<file path="src/rtl/periph_bus_master_pkg.sv">
// periph_bus_master_pkg: shared size codes, prefix constants, FSM states and request check
package periph_bus_master_pkg;

    localparam logic [1:0] SZ_BYTE = 2'b00;
    localparam logic [1:0] SZ_HALF = 2'b01;
    localparam logic [1:0] SZ_WORD = 2'b10;

    localparam logic [2:0] PFX_RAM  = 3'b000;
    localparam logic [2:0] PFX_PWM1 = 3'b001;
    localparam logic [2:0] PFX_BTN  = 3'b010;

    typedef enum logic [1:0] {S_IDLE, S_RD, S_WR, S_RESP} state_t;

    // Reserved size, misaligned half/word, or a prefix with no peripheral behind it.
    function automatic logic req_bad(input logic [1:0] size, input logic [31:0] addr, input logic [7:0] mask);
        return (size == 2'b11) || (size == SZ_HALF && addr[0]) ||
               (size == SZ_WORD && addr[1:0] != 2'b00) || !mask[addr[31:29]];
    endfunction

endpackage

</file>
<file path="src/rtl/periph_bus_master_if.sv">
// periph_bus_master_if: request/response handshake plus word bus toward the peripheral manager
//   req_*  : load/store request from the memory stage (req_ready driven by the master)
//   resp_* : one-cycle response pulse
//   bus_*  : word address, write data/strobe out, read data in
interface periph_bus_master_if;
    logic        req_valid;
    logic        req_ready;
    logic        req_write;
    logic [1:0]  req_size;
    logic        req_signed;
    logic [31:0] req_addr;
    logic [31:0] req_wdata;
    logic        resp_valid;
    logic [31:0] resp_rdata;
    logic        resp_err;
    logic [31:0] bus_addr;
    logic [31:0] bus_data_out;
    logic        bus_write_enable;
    logic [31:0] bus_data_in;

    modport master (
        input  req_valid, req_write, req_size, req_signed, req_addr, req_wdata, bus_data_in,
        output req_ready, resp_valid, resp_rdata, resp_err, bus_addr, bus_data_out, bus_write_enable
    );

    modport slave (
        output req_valid, req_write, req_size, req_signed, req_addr, req_wdata, bus_data_in,
        input  req_ready, resp_valid, resp_rdata, resp_err, bus_addr, bus_data_out, bus_write_enable
    );
endinterface

</file>
<file path="src/rtl/periph_lane_unit.sv">
// periph_lane_unit: byte/half lane extraction for loads and lane merge for sub-word stores
//   word       : word read from the bus
//   offset     : byte offset addr[1:0]
//   size       : SZ_BYTE / SZ_HALF / SZ_WORD
//   sign_ext   : sign-extend the extracted lane
//   wdata      : right-aligned store data
//   load_val   : extended load result
//   store_word : word with the target lanes replaced by wdata
module periph_lane_unit
    import periph_bus_master_pkg::*;
(
    input  logic [31:0] word,
    input  logic [1:0]  offset,
    input  logic [1:0]  size,
    input  logic        sign_ext,
    input  logic [31:0] wdata,
    output logic [31:0] load_val,
    output logic [31:0] store_word
);
    logic [4:0]  bsh;
    logic [4:0]  hsh;
    logic [7:0]  b;
    logic [15:0] h;
    logic [31:0] bmask;
    logic [31:0] hmask;

    always_comb begin
        bsh = {offset, 3'b000};
        hsh = {offset[1], 4'b0000};
        b = word[bsh +: 8];
        h = word[hsh +: 16];
        bmask = 32'h0000_00ff << bsh;
        hmask = 32'h0000_ffff << hsh;
        load_val = size == SZ_BYTE ? {{24{sign_ext & b[7]}}, b} :
                   size == SZ_HALF ? {{16{sign_ext & h[15]}}, h} : word;
        store_word = size == SZ_BYTE ? (word & ~bmask) | ({24'd0, wdata[7:0]} << bsh) :
                     size == SZ_HALF ? (word & ~hmask) | ({16'd0, wdata[15:0]} << hsh) : wdata;
    end
endmodule

</file>
<file path="src/rtl/periph_bus_master.sv">
// periph_bus_master: turns single load/store requests into timed word-bus cycles with sub-word RMW
//   clk, rst_n : clock, asynchronous active-low reset
//   bus        : periph_bus_master_if.master (request, response and peripheral bus signals)
module periph_bus_master
    import periph_bus_master_pkg::*;
#(
    parameter int unsigned WAIT_CYCLES = 0,
    parameter logic [7:0]  MAPPED_MASK = ((8'd1 << PFX_PWM1) | (8'd1 << PFX_BTN)) & ~(8'd1 << PFX_RAM)
) (
    input logic clk,
    input logic rst_n,
    periph_bus_master_if.master bus
);
    localparam logic [2:0] WAIT_LAST = 3'(WAIT_CYCLES);

    state_t      state, state_d;
    logic [2:0]  cnt, cnt_d;
    logic        wr_q, sgn_q;
    logic [1:0]  size_q;
    logic [31:0] addr_q, wdata_q;
    logic        acc, bad, rd_last;
    logic [29:0] f_waddr;
    logic [31:0] load_val, store_word;
    logic        ready_d, rv_d, err_d, we_d;
    logic [31:0] rdata_d, baddr_d, dout_d;

    // Lanes operate straight on bus_data_in so the sample happens at the edge ending the last RD cycle.
    periph_lane_unit u_lane (
        .word       (bus.bus_data_in),
        .offset     (addr_q[1:0]),
        .size       (size_q),
        .sign_ext   (sgn_q),
        .wdata      (wdata_q),
        .load_val   (load_val),
        .store_word (store_word)
    );

    always_comb begin
        acc = bus.req_valid && bus.req_ready;
        bad = req_bad(bus.req_size, bus.req_addr, MAPPED_MASK);
        rd_last = state == S_RD && cnt == WAIT_LAST;
        // In IDLE the request fields are not latched yet, so the first bus cycle uses them directly.
        f_waddr = state == S_IDLE ? bus.req_addr[31:2] : addr_q[31:2];
        state_d = state;
        cnt_d = cnt;
        case (state)
            S_IDLE: begin
                if (acc) state_d = bad ? S_RESP : (bus.req_write && bus.req_size == SZ_WORD) ? S_WR : S_RD;
                cnt_d = '0;
            end
            S_RD: begin
                state_d = !rd_last ? S_RD : wr_q ? S_WR : S_RESP;
                cnt_d = cnt + 3'd1;
            end
            S_WR: state_d = S_RESP;
            default: state_d = S_IDLE;
        endcase
        // Outputs are registered from the next state so each appears in the cycle of its state.
        ready_d = state_d == S_IDLE;
        rv_d = state_d == S_RESP;
        err_d = acc && bad;
        we_d = state_d == S_WR;
        baddr_d = (state_d == S_RD || state_d == S_WR) ? {f_waddr, 2'b00} : '0;
        dout_d = state_d != S_WR ? '0 : state == S_IDLE ? bus.req_wdata : store_word;
        rdata_d = (rd_last && !wr_q) ? load_val : '0;
    end

    always_ff @(posedge clk or negedge rst_n) begin
        if (!rst_n) begin
            state <= S_IDLE;
            cnt <= '0;
            wr_q <= 1'b0;
            sgn_q <= 1'b0;
            size_q <= '0;
            addr_q <= '0;
            wdata_q <= '0;
            bus.req_ready <= 1'b1;
            bus.resp_valid <= 1'b0;
            bus.resp_rdata <= '0;
            bus.resp_err <= 1'b0;
            bus.bus_addr <= '0;
            bus.bus_data_out <= '0;
            bus.bus_write_enable <= 1'b0;
        end else begin
            state <= state_d;
            cnt <= cnt_d;
            if (acc) begin
                wr_q <= bus.req_write;
                sgn_q <= bus.req_signed;
                size_q <= bus.req_size;
                addr_q <= bus.req_addr;
                wdata_q <= bus.req_wdata;
            end
            bus.req_ready <= ready_d;
            bus.resp_valid <= rv_d;
            bus.resp_rdata <= rdata_d;
            bus.resp_err <= err_d;
            bus.bus_addr <= baddr_d;
            bus.bus_data_out <= dout_d;
            bus.bus_write_enable <= we_d;
        end
    end
endmodule
</file>
<file path="src/flat_wrapper.sv">
// flat-port wrapper written by rule: the top's interface ports become plain ports
module periph_bus_master_flat import periph_bus_master_pkg::*;
#(
    parameter int unsigned WAIT_CYCLES = 0,
    parameter logic [7:0]  MAPPED_MASK = ((8'd1 << PFX_PWM1) | (8'd1 << PFX_BTN)) & ~(8'd1 << PFX_RAM)
)
  (clk, rst_n, bus_req_valid, bus_req_write, bus_req_size, bus_req_signed, bus_req_addr, bus_req_wdata, bus_bus_data_in, bus_req_ready, bus_resp_valid, bus_resp_rdata, bus_resp_err, bus_bus_addr, bus_bus_data_out, bus_bus_write_enable);
  periph_bus_master_if bus_i ();
  input logic clk;
  input logic rst_n;
  input wire logic [$bits(bus_i.req_valid)-1:0] bus_req_valid;
  input wire logic [$bits(bus_i.req_write)-1:0] bus_req_write;
  input wire logic [$bits(bus_i.req_size)-1:0] bus_req_size;
  input wire logic [$bits(bus_i.req_signed)-1:0] bus_req_signed;
  input wire logic [$bits(bus_i.req_addr)-1:0] bus_req_addr;
  input wire logic [$bits(bus_i.req_wdata)-1:0] bus_req_wdata;
  input wire logic [$bits(bus_i.bus_data_in)-1:0] bus_bus_data_in;
  output wire logic [$bits(bus_i.req_ready)-1:0] bus_req_ready;
  output wire logic [$bits(bus_i.resp_valid)-1:0] bus_resp_valid;
  output wire logic [$bits(bus_i.resp_rdata)-1:0] bus_resp_rdata;
  output wire logic [$bits(bus_i.resp_err)-1:0] bus_resp_err;
  output wire logic [$bits(bus_i.bus_addr)-1:0] bus_bus_addr;
  output wire logic [$bits(bus_i.bus_data_out)-1:0] bus_bus_data_out;
  output wire logic [$bits(bus_i.bus_write_enable)-1:0] bus_bus_write_enable;
  assign bus_i.req_valid = bus_req_valid;
  assign bus_i.req_write = bus_req_write;
  assign bus_i.req_size = bus_req_size;
  assign bus_i.req_signed = bus_req_signed;
  assign bus_i.req_addr = bus_req_addr;
  assign bus_i.req_wdata = bus_req_wdata;
  assign bus_i.bus_data_in = bus_bus_data_in;
  assign bus_req_ready = bus_i.req_ready;
  assign bus_resp_valid = bus_i.resp_valid;
  assign bus_resp_rdata = bus_i.resp_rdata;
  assign bus_resp_err = bus_i.resp_err;
  assign bus_bus_addr = bus_i.bus_addr;
  assign bus_bus_data_out = bus_i.bus_data_out;
  assign bus_bus_write_enable = bus_i.bus_write_enable;
  periph_bus_master #(.WAIT_CYCLES(WAIT_CYCLES), .MAPPED_MASK(MAPPED_MASK)) u_core (.clk(clk), .rst_n(rst_n), .bus(bus_i));
endmodule
</file>
<file path="config.mk">
export PLATFORM = sky130hd
export DESIGN_NAME = periph_bus_master_flat
export DESIGN_NICKNAME = d
export VERILOG_FILES = /design/src/rtl/periph_bus_master_pkg.sv /design/src/rtl/periph_bus_master_if.sv /design/src/rtl/periph_lane_unit.sv /design/src/rtl/periph_bus_master.sv /design/src/flat_wrapper.sv
export SDC_FILE = /design/constraint.sdc
export NUM_CORES = 1
export LEC_CHECK = 0
export ABC_AREA = 1
export CAP_MARGIN = 20
export CORE_MARGIN = 2
export CORE_UTILIZATION = 49
export CTS_CLUSTER_SIZE = 28
export DETAILED_ROUTE_END_ITERATION = 7
export PLACE_DENSITY = 0.9
export SLEW_MARGIN = 20
export SYNTH_ARGS = -nofsm -noshare
export SYNTH_HDL_FRONTEND = slang
export SYNTH_SLANG_ARGS = --single-unit
</file>
<file path="constraint.sdc">
create_clock -name clk -period 2.13 [get_ports clk]
set_input_delay 0.213 -clock clk [delete_from_list [all_inputs] [get_ports clk]]
set_output_delay 0.213 -clock clk [all_outputs]
set_load 0.02 [all_outputs]
</file>
Yosys cells after proc, flatten, opt, wreduce, memory -nomap -nowiden. Memories as Yosys holds them, arrays and structs flattened. Index checks and enable logic that the tools add are counted.

Output and inout port bits: 100. Input bits: 103. Word-level logic and storage cells: 77. Memories kept: 1. Register bits: 173. Bits in read-only memories: 8.

Bitwise operators: 8. Add/subtract/negate cells: 1. Reductions and logical operators: 19. $lt $le $gt $ge: 1. Shift-type cells: 6. Equal/unequal tests: 10. Muxes and demuxes: 17.

Memory list: (no name shown) (depth 8, bits a word 1, rd ports 1, clocked after memory_dff 0, write ports 0, RTL line periph_bus_master_pkg.sv:17) `(size == SZ_WORD && addr[1:0] != 2'b00) || !mask[addr[31:29]];`.

Operator list (count): $mux W32 (8); $and A32 B32 Y32 (2); $not A32 Y32 (2); $or A32 B32 Y32 (2); $shiftx A32 B6 Y16 (1); $shiftx A32 B6 Y8 (1); $shl A16 B5 Y32 (1); $shl A16 B5 Y32 const A (1); $shl A8 B5 Y32 (1); $shl A8 B5 Y32 const A (1); $mux W30 (1); $eq A2 B2 Y1 const B (5); $eq A2 B1 Y1 const B (4); $mux W2 (4); $logic_and A1 B1 Y1 (7); $logic_not A2 Y1 (3); $pmux W2 S3 (1); $pmux W3 S2 (1); $logic_or A1 B1 Y1 (4); $lt A3 B4 Y1 const B (1); $reduce_bool A2 Y1 (2); $add A3 B1 Y3 const B (1); $logic_not A3 Y1 (1); $and A1 B1 Y1 (2); 3 further kinds (5).

Logic depth before layout (Yosys ltp). Gate-level depths: netlist (run 1).

Word-level depth: 11. Mapped depth: 11. Mapped depth without buffers: 10.

Modules after synthesis. Synthesis (run 1) repeated with hierarchy kept, for this count alone.

Cells, all modules: 1074. Area, all modules: 8355.5 µm².

Modules (own cells, without submodules): periph_bus_master (area each 6515.0 µm², times used 1, cells each 651, sequential area each 4280.4 µm²); periph_lane_unit (area each 1840.5 µm², times used 1, cells each 423, sequential area each 0.0 µm²).

Least setup slack after synthesis (run 1). OpenSTA, ideal clock, no wires.

Kind: flip-flop to flip-flop. Start: register u_core.bus.req_ready. End: register u_core.bus.bus_addr[10]. Path buffers: 2. Library setup time: 0.078 ns. Stages on the path, launching flop included: 9. Setup slack: 0.181 ns. Clock period less this slack: 1.949 ns. Data arrival time: 1.872 ns. Data required time: 2.052 ns. Path through: dfstp_2 > nand2_1 > buf_2 > nor2_1 > a21oi_1 > ha_1 > clkbuf_1 > o21ai_0 > a21oi_1.

Word-level cells in the longest chain between the ends: 6. Elaborated cells on any way between the ends: 7. Classes of those cells: eq/ne (2); mux (3); reduce/logical (2).

Ends and longest elaborated chain: start: declaration (RTL line periph_bus_master_if.sv:23) `output req_ready, resp_valid, resp_rdata, resp_err, bus_addr, bus_data_out, bus_write_enable`; start signal: assignment (RTL line periph_bus_master.sv:94) `bus.req_ready <= ready_d;`; $logic_and A1 B1 Y1 (*) (RTL line periph_bus_master.sv:39) `acc = bus.req_valid && bus.req_ready;`; $mux W2 (*) (RTL line periph_bus_master.sv:48) `if (acc) state_d = bad ? S_RESP : (bus.req_write && bus.req_size == SZ_WORD) ? S_WR : S_RD;`; $pmux W2 S3 (*) (RTL line periph_bus_master.sv:46) `case (state)`; $eq A2 B1 Y1 / $eq A2 B2 Y1 (equally long branches) (RTL line periph_bus_master.sv:63) `baddr_d = (state_d == S_RD || state_d == S_WR) ? {f_waddr, 2'b00} : '0;`; $logic_or A1 B1 Y1 (*) (RTL line periph_bus_master.sv:63); $mux W32 (*) (RTL line periph_bus_master.sv:63); net u_core.baddr_d[10] (RTL line periph_bus_master.sv:25) `logic [31:0] rdata_d, baddr_d, dout_d;`; end signal: assignment (RTL line periph_bus_master.sv:98) `bus.bus_addr <= baddr_d;`; end: declaration (RTL line periph_bus_master_if.sv:23).

The timed path passes the listed nets; every way through them passes the cells marked *. A chain may end at the register's enable or synchronous reset.

Final worst setup path (run 1).
Start: register u_core.addr_q[1]. End: register u_core.bus.resp_rdata[5].

Word-level cells in the longest chain between the ends: 4. Elaborated cells on any way between the ends: 5. Classes of those cells: shift (2); mux (3).

Ends and longest elaborated chain: start: declaration (RTL line periph_bus_master.sv:20) `logic [31:0] addr_q, wdata_q;`; start signal: assignment (RTL line periph_bus_master.sv:91) `addr_q <= bus.req_addr;`; $shiftx A32 B6 Y16 (RTL line periph_lane_unit.sv:31) `h = word[hsh +: 16];`; $mux W32 (RTL line periph_lane_unit.sv:35) `size == SZ_HALF ? {{16{sign_ext & h[15]}}, h} : word;`; $mux W32 (*) (RTL line periph_lane_unit.sv:34) `load_val = size == SZ_BYTE ? {{24{sign_ext & b[7]}}, b} :`; $mux W32 (*) (RTL line periph_bus_master.sv:65) `rdata_d = (rd_last && !wr_q) ? load_val : '0;`; net u_core.rdata_d[5] (RTL line periph_bus_master.sv:25); end signal: assignment (RTL line periph_bus_master.sv:96) `bus.resp_rdata <= rdata_d;`; end: declaration (RTL line periph_bus_master_if.sv:23).

Marked as above.

==> summary.md, run 1 <==
| Metric | Value |
|---|---|
| Status | complete, no violations |
| CP max stage cell | dfrtp_1 |
| Drt drc | 0 |
| Die width | 133 um |
| Fraction of the cycle the final worst path needs | 0.896 |
| First DRT Iteration DRCs | ~780 |
| Static leakage | 5.24 nW |
| Final Power | roughly 17 mW |
| Largest stage delay, worst path | 0.65 ns |
| H-Tree Depth | 4 |
| Setup Viol. Count Final | 0 |
| Syn Area/Cell | ~8.4 sq um |
| Largest net degree at the start of global routing | about 110 |
| Fmax | ~520 MHz |
| Pwr/cell area | around 1500 nW/um^2 |
| Peak supply drop | 0.870 mV |
| Clk sinks | approximately 170 |
| Fin. Hold Viols | 0 |
| Clock Path Buffers | 2 |
| Final Max Tran Viols | 0 |
| Global placement routability congestion | ~0.93 |
| CTS tree | done |
| Core area | around 16,000 sq um |
| Grt total ovfl | 0 |
| Syn-to-layout area delta | 35.5% |
| Global Route Usage Sum | 0.281 |
| Cell variety after synth | 25 |
| Tmin final | approximately 1.9 ns |
| Post CTS Setup Buffer Count | 0 |
| Actual slew at the worst max-slew pin | 0.558 ns |
| Detailed placer's ending HPWL | 17.3 mm |
| Initial Util | 0.498 |
| Critical Path RT | between 2 and 2.5 ns |
| Setup Skew | 0.0147 ns |
| CP most frequent cell | nand2_1 |
| Post-place instance area | 10,500 sq um |
| Layout cell share with drive strength beyond 1 | 0.106 |
| Critical Path Sink Type | flip-flop |
| Clock Tree Root | clkbuf_16 |
| Die H | 133 um |
| Antenna Nets Post-Route | 0 |
| Register bit count reported by yosys | 171 |
| Layout net count | 1,276 |
| Seq/Total Area, Yosys | 0.522 |
| Row cnt | 47 |
| Startpoint class of the critical path | flip-flop |
| Worst slew margin | 0.627 |
| Die Area | 17,800 sq um |
| Vias per std cell | around 5.5 |
| Post-Synthesis Cells | ~1,000 |
| Final wirelength | approximately 24 mm |
| Ports | just over 200 |
| Crit Path Max Fanout | 15 |
| Warnings from Yosys | 0 |
| Vias | slightly below 8k |
| RSZ-0062 raised after global routing | no |
| Cell breakdown of the critical path | nand3_2, inv_1, nand2_1, nand2_1, a21oi_1, nor2_1 |
| Initial antenna violation count | 1 |
| Hold crit path type | in2reg |
| Final TNS setup | 0 ns |
| Drt wl/cell | 17.2 um |
| Clk_lat worst skew | between 0.4 and 0.5 ns |
| ANT cells | 0 |
| CP arrival | roughly 2.2 ns |
| Vias in the first global route | around 7.6k |
| First-pass GRT wire length | 39.0 mm |
| Finished Cell Area | about 11,000 sq um |
| Mapped cell area | ~8000 sq um |
| Clock-pin transition on the worst setup and hold timing paths | 0.08 ns |
| IO Port Bufs | 200 |
| Number of buffers created by CTS | 17 |
| Critical path type | reg2reg |
| Max-cap violations | 0 |
| First-pass iteration count of the detailed router | 5 |
kinds of logic after synthesis:
family	Yosys count	share of synthesized area
simple gates	453	0.236
compound gates	197	0.126
fa+ha+maj	5	0.00763
other cells	1	0.000457
flops	171	0.522
buf+inv	122	0.0639
mux	32	0.0439
timing repair:
item	4_1_cts	5_1_grt
hold buffers	1	0
resized for setup	0	2
setup endpoints to repair	0	61
hold endpoints to repair	56	0
critical path, delay by kind of cell (launching register included):
kind	cells	cell delay, ns
simple gates	4	0.67
flops	1	0.65
buf+inv	1	0.44
compound gates	1	0.04
layout by cell type (no fill, tap or decap):
| master | n |
|---|---|
| a21oi_1 | 76 |
| a21oi_2 | 1 |
| buf_12 | 4 |
| buf_4 | 28 |
| buf_6 | 1 |
| bufinv_16 | 1 |
| clkbuf_16 | 17 |
| clkdlybuf4s50_1 | 199 |
| clkinv_4 | 2 |
| clkinv_8 | 4 |
| conb_1 | 2 |
| dfrtp_1 | 170 |
| dfstp_2 | 1 |
| dlygate4sd3_1 | 1 |
| ha_1 | 5 |
| inv_1 | 54 |
| inv_2 | 2 |
| inv_6 | 2 |
| inv_8 | 6 |
| mux2_2 | 32 |
| nand2_1 | 231 |
| nand2_4 | 3 |
| nand3_1 | 98 |
| nand3_2 | 2 |
| nand3b_1 | 1 |
| nand4_1 | 16 |
| nor2_1 | 84 |
| nor2_2 | 2 |
| nor2_4 | 1 |
| o211ai_1 | 16 |
| o211ai_2 | 1 |
| o21ai_0 | 102 |
| o21ai_1 | 1 |
| or2_2 | 15 |
state kept, by name, indices dropped and copies added, names as in the netlist, 2 cells and up:
register,cells
u_core.addr_q,32
u_core.state,2
u_core.wdata_q,32
u_core.cnt,3
u_core.bus.bus_addr,30
u_core.bus.bus_data_out,32
u_core.bus.resp_rdata,32
u_core.size_q,2
path summary, 6_finish.rpt:
path	from	end	slack [ns]	cells past startpoint
worst max-delay path	u_core.addr_q[1]	u_core.bus.resp_rdata[5]	0.22	6
worst min-delay path	bus_req_addr[14]	u_core.bus.bus_addr[14]	0.32	3
worst max register to register	u_core.addr_q[1]	u_core.bus.resp_rdata[5]	0.22	6
worst min register to register	u_core.addr_q[2]	u_core.addr_q[2]	0.48	2
max in group asynchronous	rst_n	u_core.bus.req_ready	1.02	3
min in group asynchronous	rst_n	u_core.bus.resp_rdata[13]	0.34	2
stage by stage:
step                      setup WS [ns]  instances  hold slack [ns]  utilization
after detailed placement        -0.0971       1368            0.223        0.636
after global placement           0.0562       1368            0.219        0.636
final                             0.222       1401            0.323        0.675
after CTS                         0.110       1401            0.302        0.675
after global routing             0.0200       1401            0.325        0.675
after floorplan                   0.181        982          -0.0826            -
per-layer routing:
| metal | vias to the layer above | part of all wire | track usage |
|---|---|---|---|
| met4 | 0 | 0.042 | 0.132 |
| li1 | 3609 | - | - |
| met2 | 408 | 0.47 | 0.443 |
| met3 | 78 | 0.11 | 0.0993 |
| met1 | 3602 | 0.38 | 0.347 |
| met5 | - | 0 | 0 |
cells in the mapped netlist, drive strengths merged:
cell / n / area [sq um]
a21oi: 77 / 385
buf: 29 / 175
clkbuf: 37 / 139
conb: 1 / 3.75
dfrtp: 170 / 4250
dfstp: 1 / 26.3
ha: 5 / 62.6
inv: 56 / 210
mux2: 32 / 360
nand2: 234 / 893
nand3: 100 / 510
nand3b: 1 / 7.51
nand4: 16 / 100
nor2: 87 / 332
o211ai: 17 / 133
o21ai: 103 / 515
or2: 15 / 93.8
power by group:
part	total [mW]	internal (mW)	switching (mW)
sequential	5.29	4.49	0.797
clock	3.21	1.71	1.50
combinational	8.47	3.39	5.08
total	17.0	9.59	7.38
final cells by class:
type / count / area (sq um)
sequential: 171 / 4280
fill: 1329 / 5350
inverter: 56 / 210
multi-input combinational: 689 / 3420
clock buffer: 17 / 425
tap: 220 / 275
clock inverter: 15 / 198
timing repair buffer: 233 / 2300
Note: power is estimated with default switching activity, not from simulation.
==> inputs of run 2 (changes only) <==
--- a/config.mk
+++ b/config.mk
@@ -6,7 +6,7 @@
 export NUM_CORES = 1
 export LEC_CHECK = 0
 export ABC_AREA = 1
-export CAP_MARGIN = 20
+export CAP_MARGIN = 10
 export CORE_MARGIN = 2
 export CORE_UTILIZATION = 49
 export CTS_CLUSTER_SIZE = 28
==> results of run 2 <==
Final layout, timing and power as in run 1 (identical DEF).
